**src/rtl/serial_rcs_subtractor.sv**
```systemverilog
// Bit-serial ripple-borrow subtractor: D = A - B - Bin, one bit per clock, LSB first.
// Operands enter on an in_valid/in_ready handshake; the result leaves on out_valid/out_ready.
// Optional macro RCS_OVERFLOW_FLAG_EN adds the signed-overflow output V.
module serial_rcs_subtractor #(
    parameter int unsigned WIDTH = 4
) (
    input  logic             clk,
    input  logic             rst_n,
    input  logic             in_valid,
    output logic             in_ready,
    input  logic [WIDTH-1:0] A,
    input  logic [WIDTH-1:0] B,
    input  logic             Bin,
    output logic             out_valid,
    input  logic             out_ready,
    output logic [WIDTH-1:0] D,
    output logic             Bout
`ifdef RCS_OVERFLOW_FLAG_EN
    ,
    output logic             V
`endif
);

    // One extra bit so the counter never wraps, even for WIDTH=1
    localparam int unsigned CW = $clog2(WIDTH) + 1;

    typedef enum logic [1:0] {StIdle, StRun, StDone} state_e;

    state_e           state_q, state_d;
    logic [WIDTH-1:0] a_q, a_d;
    logic [WIDTH-1:0] b_q, b_d;
    logic             borrow_q, borrow_d;
    logic [CW-1:0]    cnt_q, cnt_d;
    logic [WIDTH-1:0] res_q, res_d;
    logic [WIDTH-1:0] dout_q, dout_d;
    logic             bout_q, bout_d;
    logic             valid_q, valid_d;
    logic             v_q, v_d;

    logic             d_bit;
    logic             borrow_nx;
    logic [WIDTH-1:0] res_nx;

    // Full-subtractor cell and result shift, evaluated on the current LSBs
    always_comb begin
        d_bit     = a_q[0] ^ b_q[0] ^ borrow_q;
        borrow_nx = (~a_q[0] & b_q[0]) | (~(a_q[0] ^ b_q[0]) & borrow_q);
        res_nx    = res_q >> 1;
        res_nx[WIDTH-1] = d_bit;
    end

    // Next-state and datapath control
    always_comb begin
        state_d  = state_q;
        a_d      = a_q;
        b_d      = b_q;
        borrow_d = borrow_q;
        cnt_d    = cnt_q;
        res_d    = res_q;
        dout_d   = dout_q;
        bout_d   = bout_q;
        valid_d  = valid_q;
        v_d      = v_q;
        case (state_q)
            StIdle: begin
                if (in_valid) begin
                    a_d      = A;
                    b_d      = B;
                    borrow_d = Bin;
                    cnt_d    = '0;
                    state_d  = StRun;
                end
            end
            StRun: begin
                a_d      = a_q >> 1;
                b_d      = b_q >> 1;
                borrow_d = borrow_nx;
                res_d    = res_nx;
                cnt_d    = cnt_q + CW'(1);
                if (cnt_q == CW'(WIDTH - 1)) begin
                    state_d = StDone;
                    valid_d = 1'b1;
                    dout_d  = res_nx;
                    bout_d  = borrow_nx;
                    // On the last cycle the LSBs of the shift registers are the operand MSBs
                    v_d     = (a_q[0] ^ b_q[0]) & (a_q[0] ^ d_bit);
                end
            end
            StDone: begin
                if (out_ready) begin
                    valid_d = 1'b0;
                    state_d = StIdle;
                end
            end
            default: state_d = StIdle;
        endcase
    end

    // State and datapath registers; reset aborts any operation in flight
    always_ff @(posedge clk or negedge rst_n) begin
        if (!rst_n) begin
            state_q  <= StIdle;
            a_q      <= '0;
            b_q      <= '0;
            borrow_q <= 1'b0;
            cnt_q    <= '0;
            res_q    <= '0;
            dout_q   <= '0;
            bout_q   <= 1'b0;
            valid_q  <= 1'b0;
            v_q      <= 1'b0;
        end else begin
            state_q  <= state_d;
            a_q      <= a_d;
            b_q      <= b_d;
            borrow_q <= borrow_d;
            cnt_q    <= cnt_d;
            res_q    <= res_d;
            dout_q   <= dout_d;
            bout_q   <= bout_d;
            valid_q  <= valid_d;
            v_q      <= v_d;
        end
    end

    assign in_ready  = (state_q == StIdle);
    assign out_valid = valid_q;
    assign D         = dout_q;
    assign Bout      = bout_q;
`ifdef RCS_OVERFLOW_FLAG_EN
    assign V         = v_q;
`else
    logic unused_v;
    assign unused_v = v_q;
`endif

endmodule

```
**config.mk**
```make
export PLATFORM = sky130hd
export DESIGN_NAME = serial_rcs_subtractor
export DESIGN_NICKNAME = d
export VERILOG_FILES = /design/src/rtl/serial_rcs_subtractor.sv
export SDC_FILE = /design/constraint.sdc
export NUM_CORES = 1
export LEC_CHECK = 0
export ABC_AREA = 1
export BUFFER_PORTS_ARGS = -buffer_cell sky130_fd_sc_hd__buf_2
export CAP_MARGIN = 20
export CORE_MARGIN = 5
export CORE_UTILIZATION = 40
export CTS_CLUSTER_DIAMETER = 100
export DETAILED_ROUTE_END_ITERATION = 7
export SYNTH_ARGS = -nofsm -noshare
export SYNTH_HDL_FRONTEND = slang
export SYNTH_SLANG_ARGS = --single-unit
```
**constraint.sdc**
```tcl
create_clock -name clk -period 1.3 [get_ports clk]
set_clock_uncertainty 0.05 [all_clocks]
set_input_delay 0.065 -clock clk [delete_from_list [all_inputs] [get_ports clk]]
set_output_delay 0.065 -clock clk [all_outputs]
set_load 0.05 [all_outputs]
```
Yosys cells after proc, flatten, opt, wreduce, memory -nomap -nowiden
Index checks and enable logic that the tools add are counted. W data, S select, Z words.

Input port bits: 13. Output and inout bits: 7. Flip-flop bits (word level): 24. Logic and storage cells: 45.

Eq/ne operators: 6. $add $sub $neg: 1. Muxes and demuxes: 15. Reductions and logical operators: 7. Bitwise gates (word level): 7.

Operator list (count): $pmux W4 S2 (2); $mux W4 (2); $mux W2 (3); $ne A2 B2 Y1 const B (3); $pmux W2 S3 (1); $pmux W3 S2 (1); $reduce_and A3 Y1 (2); $pmux W1 S2 (2); $reduce_and A2 Y1 (2); $reduce_bool A2 Y1 (2); $add A3 B1 Y3 const B (1); $eq A3 B2 Y1 const B (1); $mux W1 (3); $mux W3 (1); $and A1 B1 Y1 (2); $eq A2 B1 Y1 const B (1); $eq A2 B2 Y1 const B (1); $logic_not A2 Y1 (1); $not A1 Y1 (2); $xor A1 B1 Y1 (2); $or A1 B1 Y1 (1).

Longest topological paths before layout
Gate-level depths: netlist (run 1).

Depth after elaboration: 5. Mapped depth: 6. Gate-level depth less buffers: 5.

Worst setup path after synthesis (run 1)
Ideal clock, no wire load.

Path type: register to register. From: register state_q[0]. To: register a_q[3]. Arrival: 1.549 ns. Data required time: 1.167 ns. Buffers on the path: 1. Setup slack: -0.382 ns. Cell stages (with the launch flop): 5. Period minus slack after synthesis: 1.682 ns. Library setup time: 0.083 ns. Cell sequence: dfrtp_1 -> buf_6 -> nor2_1 -> nand3_1 -> o21ai_0.

Word-level cells in the longest chain between the ends: 3. Elaborated cells on any way between the ends: 6. Classes of those cells: 2 x eq/ne; 1 x mux; 3 x reduce/logical.

Ends and longest elaborated chain: from (decl) (RTL line 29) `state_e state_q, state_d;`; from (signal assigned) (RTL line 102) `state_q <= StIdle;`; from (signal assigned) (RTL line 113) `state_q <= state_d;`; $logic_not A2 Y1 (*); named net in_ready (RTL line 10) `output logic in_ready,`; $ne A2 B2 Y1 (no line) or $reduce_bool A2 Y1 (tied branches); $reduce_and A2 Y1 (no line); to (signal assigned) (RTL line 103) `a_q <= '0;`; to (signal assigned) (RTL line 114) `a_q <= a_d;`; to (decl) (RTL line 30) `logic [WIDTH-1:0] a_q, a_d;`.

Mark *: on every way through the listed nets, which the timed path passes. The rest lies on a longest branch. A chain may end at the register's enable or synchronous reset.

Worst setup path after layout (run 1)
From: register state_q[0]. To: output port in_ready.

Word-level cells in the longest chain between the ends: 1.

Ends and longest elaborated chain: $logic_not A2 Y1 (RTL line 126) `assign in_ready = (state_q == StIdle);`; to (decl) (RTL line 10).

Every way passes these cells.

==> results of run 1 <==
state kept, by name, indices dropped and copies added (netlist names):
name       cells
D              4
a_q            4
b_q            4
cnt_q          3
res_q          3
state_q        2
Bout           1
borrow_q       1
out_valid      1
synthesized netlist by cell type (all sizes together):
library cell / n / area [sq um]
nand3: 12 / 60.1
nand2: 46 / 190
dfrtp: 23 / 576
ha: 2 / 25.0
inv: 20 / 75.1
or2: 1 / 6.26
nor2: 3 / 18.8
buf: 3 / 33.8
o31ai: 1 / 7.51
fa: 1 / 20.0
o21ai: 12 / 86.3
a21oi: 1 / 5.00
final cells by class:
| class | count | area, sq um |
|---|---|---|
| repair buffers | 31 | 235 |
| flip-flops and latches | 23 | 577 |
| fillers | 291 | 1300 |
| multi-input cells | 80 | 458 |
| inverters | 20 | 75.1 |
| clock buffers | 4 | 26.3 |
| well taps | 31 | 38.8 |
cells by family (layout without fill, tap and decap cells):
logic type	count (synthesis)	count (layout)	share of synthesized area, %
DFF	23	23	52.2
AOI/OAI and AO/OA	14	14	8.96
and+or+nand+nor	62	63	24.9
adders and majority gates	3	3	4.08
buffers and inverters	23	55	9.86
per-layer routing:
layer	vias up	routed length, um	GRT usage [%]
met1	397	1060	15.7
met3	2	109	3.96
li1	452	-	-
met2	19	987	19.8
met5	-	0	0
met4	0	16	2.39
worst max path at each step:
stage / from / depth (start not counted) / slack (ns) / end
6_report: state_q[0]$_DFFE_PN0P_ / 3 / 0.009 / in_ready
5_1_grt: state_q[0]$_DFFE_PN0P_ / 3 / -0.04 / in_ready
4_1_cts: state_q[0]$_DFFE_PN0P_ / 3 / -0.002 / in_ready
3_5_place_dp: cnt_q[0]$_DFFE_PN0P_ / 4 / -0.004 / state_q[1]$_DFFE_PN0P_
3_3_place_gp: cnt_q[0]$_DFFE_PN0P_ / 4 / 0.04 / state_q[1]$_DFFE_PN0P_
2_1_floorplan: cnt_q[0]$_DFFE_PN0P_ / 6 / 0.08 / D[1]$_DFFE_PN0P_
power by group:
part	switching, uW	internal [uW]
clock	213	120
combinational	1330	799
sequential	187	1050
total	1730	1970
timing repair:
action	in CTS	in global routing
hold buffers	6	0
endpoints found under the setup margin	7	18
setup buffers	4	1
pin swaps	1	3
cloned	0	1
hold endpoints to repair	29	0
resized for setup	4	6
tightest hold or removal path: stages:
cell,delay (ns)
buf_2,0.07
inv_1,0.03
nand2_1,0.05
nand3_1,0.07
nand2_1,0.05
through the flow:
stage	utilization, %	hold WS, ns	power [uW]
after floorplan	-	-0.281	2690
after global placement	45.4	0.0198	3020
after detailed placement	45.4	0.0272	3070
after CTS	50.6	0.000351	3600
after global routing	52.0	0.0245	4040
final	52.0	0.00673	3690
==> impl_results.md, run 1 <==
* Status: completed
* Worst setup SP type: flip-flop
* Via-to-Cell Ratio at 4.60
* Worst IR Drop VDD at 0.00174 V
* RSZ-0062 raised after global routing: true
* First-pass GRT wire length at 3.93 mm
* Peak Freq at 0.775 GHz
* Layout area overhead at 27.8%
* Fin crit share at 99.3%
* Slowest Stage Delay on Critical Path at approximately 0.43 ns
* Most common cell after layout, fill and taps aside: nand2_1
* Most frequent cells in the layout: nand2_1 (43), dfrtp_1 (22), inv_1 (18), buf_2 (18), nand3_1 (11)
* Reg2reg start: state_q[0]$_DFFE_PN0P_
* Max-cap check violation count at 0
* Reg2reg end: borrow_q$_DFFE_PN0P_
* Pwr dens at 2620 mW/mm^2
* Clock latency on the worst-skew pair at 0.31 ns
* Largest net degree at the start of global routing at 24
* Port Buf Inserts at 19
* Core area at ~0.0027 sq mm
* Hold WC Path Type: in2reg
* Placed insts at 173
* Max-slew violations at 0
* Dpl ws at -0.00363 ns
* FP Rows at 19
* Synth unique cells at 18
* Pin slew with the least headroom to its limit at ~0.51 ns
* Hold EP: b_q[0]$_DFFE_PN0P_
* Clock slew at reported path FFs at 0.12 ns
* Initial antenna violation count at 0
* Via count at 870
* Die X at 62.5 um
* Final Net Count at 175
* Final setup fails at 0
* Fin cells at 189
* Design Area, Final at 0.00141 sq mm
* Worst Hold Depth at 5
* Final GP Congestion at 0.749
* Initial Util at 40.7%
* Drt total wl at 2.17 mm
* Max_slew headroom at 66.2%
* Cts bufs inserted at 3
* Worst Path Required at 1.19 ns
* Drt drc at 0
* Antenna Nets Post-Route at 0
* Grt ovf at 0
* Total track usage at between 10% and 20%
* Setup TNS at 0 ns
* Syn_area_per_cell at 8.83 sq um
* Wire per inst at around 11 um
* Diode count at 0
* Buf/Inv on CP at 2
* Die H at 62.5 um
* Final Hold Fails at 0
* Share of cells above drive strength 1 at 29.1%
* Worst path slowest cell: dfrtp_1
* I/O pin count at 20
* Final worst slack at 0.00904 ns
* CP top delay family: flip-flops
* CP Data Arrival Time at between 1 and 1.5 ns
* Synth Register Bits at 23
* Worst reg-to-reg setup slack at 0.04 ns
* Syn Inst Count at 125
* Initial drt markers at 47
* R2R depth at 5
* Placed instance area at ~0.0012 sq mm
* Min-Delay Startpoint: B[0]
* WS Path Type: reg2out
* H-tree Lvls at 1
* Post-DP HPWL at 1.46 mm
* CTS tree: built
* Die area at 0.00391 sq mm
* Root buf cell: clkbuf_4
* Pre-antenna DRT Iters at 4
* Post-Syn Nets at 141
* CP Max Fanout at 4
* Sequential area share after synthesis at 52.2%
* Leakage at ~0.00076 uW
* Cell Area, Synth at 0.00110 sq mm
* Worst-path cell chain: buf_12 > nor2_4 > buf_8
* Setup crit end kind: output port
* Vias in the first global route at 922
* Longest Clk Path Bufs at 2
* Clk sinks at 23
* Final Critical Period at 1.29 ns
* Yosys Warn Count at 0
No activity file was read; power rests on OpenSTA's default activity.
==> run 2, diff against run 1 <==
- CORE_MARGIN: 5 -> not set
- TNS_END_PERCENT: not set -> 30
==> run 2 against run 1 <==
Effect of this change:
- die area decreased by 24%
- total power is 4.4% lower
- register-to-register slack hardly changed
- final cell count down 1.1%
- worst setup slack better by 0.016 ns
- clock power is 2% lower
- critical path depth stayed put
- critical path type unchanged
==> impl_results.md, run 2 (synthesized netlist as in run 1, its figures left out) <==
* Worst reg-to-reg setup slack at 0.05 ns
* NetSw at 1650 uW
* Cts bufs inserted at 3
* Final Hold Fails at 0
* Grt ovf at 0
* Hold WC Path Type: in2reg
* Final Critical Period at ~1.3 ns
* Leakage at about 0.00075 uW
* Status: completed
* Max-cap check violation count at 0
* Max-slew violations at 0
* Most common cell after layout, fill and taps aside: nand2_1
* Initial Util at 43.4%
* Drt total wl at 2.03 mm
* First-pass GRT wire length at 3.51 mm
* Final setup fails at 0
* Worst IR Drop VDD at 0.00137 V
* Tot Pwr at approximately 3500 uW
* Clock latency on the worst-skew pair at 0.30 ns
* FP Rows at 18
* Layout area overhead at 24.6%
* Peak Freq at 0.784 GHz
* Placed instance area at 0.00124 sq mm
* Slowest Stage Delay on Critical Path at roughly 0.43 ns
* Int Pwr at 1880 uW
* Core area at roughly 0.0025 sq mm
* CTS tree: built
* Wire per inst at 10.9 um
* RSZ-0062 raised after global routing: true
* Via count at 859
* Die area at 0.00297 sq mm
* Die X at 54.5 um
* CP Data Arrival Time at 1.16 ns
* Die H at 54.5 um
* Initial antenna violation count at 0
* Longest Clk Path Bufs at 2
* Pre-antenna DRT Iters at 4
* CP top delay family: flip-flops
* Setup TNS at 0 ns
* Vias in the first global route at between 800 and 900
* Post-layout util at 54.0%
* Worst setup SP type: flip-flop
* H-tree Lvls at 1
* Flop pwr share at between 30% and 40%
* Clock slew at reported path FFs at 0.12 ns
* Pin slew with the least headroom to its limit at 0.506 ns
* Most frequent cells in the layout: nand2_1 (43), dfrtp_1 (22), inv_1 (18), buf_2 (18), nand3_1 (12)
* Worst path slowest cell: dfrtp_1
* I/O pin count at 20
* Worst Path Required at 1.19 ns
* Share of cells above drive strength 1 at 26.8%
* Max_slew headroom at 66.3%
* Fin crit share at between 90% and 100%
* Post-DP HPWL at 1.42 mm
* Final GP Congestion at just under 0.7
* Design Area, Final at around 0.0014 sq mm
* Setup crit end kind: output port
* Clk network pwr share at approximately a tenth
* Antenna Nets Post-Route at 0
* Largest net degree at the start of global routing at 24
* Initial drt markers at 18
* CP Max Fanout at 11
* Clk sinks at 23
* Final Net Count at between 150 and 200
* Root buf cell: clkbuf_4
* Via-to-Cell Ratio at roughly 4.6
* Diode count at 0
* Pwr dens at 2570 mW/mm^2
* Port Buf Inserts at 19
* Total track usage at 17.2%
* WS Path Type: reg2out
* Comb power frac at 55.6%
* Worst-path cell chain: buf_12 > nor2_4 > buf_8
* Buf/Inv on CP at 2
* Switch share at 46.8%
* Drt drc at 0
-- run 2: worst reg2reg max path, cell delays in order, from the launching register on --
cell and delay [ns]:
dfrtp_1 0.43, fa_1 0.55, inv_1 0.06, o21ai_2 0.12
-- run 2: final timing paths --
path                       depth (start not counted)                endpoint                   start
max                                                3                in_ready  state_q[0]$_DFFE_PN0P_
min                                                5      a_q[0]$_DFFE_PN0P_                    A[0]
max in group asynchronous                          2  state_q[1]$_DFFE_PN0P_                   rst_n
min in group asynchronous                          2   out_valid$_DFFE_PN0P_                   rst_n
min reg2reg                                        2        D[0]$_DFFE_PN0P_        D[0]$_DFFE_PN0P_
max reg2reg                                        3        D[3]$_DFFE_PN0P_      a_q[0]$_DFFE_PN0P_
-- run 2: what timing repair did --
item                       CTS  global route
setup endpoints to repair    6            19
setup buffers                2             1
pin swaps                    1             2
hold endpoints to repair    29             0
resized for setup            4             5
hold buffers                 7             0
-- run 2: through the flow --
stage	hold WS, ns	cells	setup slack, ns
CTS	0.0000726	186	0.00167
floorplan	-0.281	125	0.0800
global placement	0.0227	173	0.0413
finish	0.0119	187	0.0253
global route	0.0138	187	-0.0275
detailed placement	0.0253	173	0.00896
-- run 2: power by group through the flow --
| stage | sequential [uW] | clock [uW] | combinational [uW] |
|---|---|---|---|
| finish | 1240 | 327 | 1960 |
| global route | 1290 | 367 | 2220 |
| CTS | 1240 | 343 | 1940 |
| detailed placement | 1260 | 0 | 1820 |
| global placement | 1250 | 0 | 1780 |
| floorplan | 1500 | 0 | 1190 |
-- run 2: layout make-up --
class,count,area (sq um)
Timing Repair Buffer,31,225
Sequential cell,23,577
Multi-Input combinational cell,79,434
Inverter,20,75.1
Fill cell,245,1170
Tap cell,30,37.5
Clock buffer,4,26.3
-- run 2: metal layers --
layer	GRT usage (%)	up-vias	part of all wire [%]
met3	6.11	2	3.4
li1	-	450	-
met4	4.70	0	0.69
met5	0	-	0
met1	20.2	387	48
met2	29.3	20	47
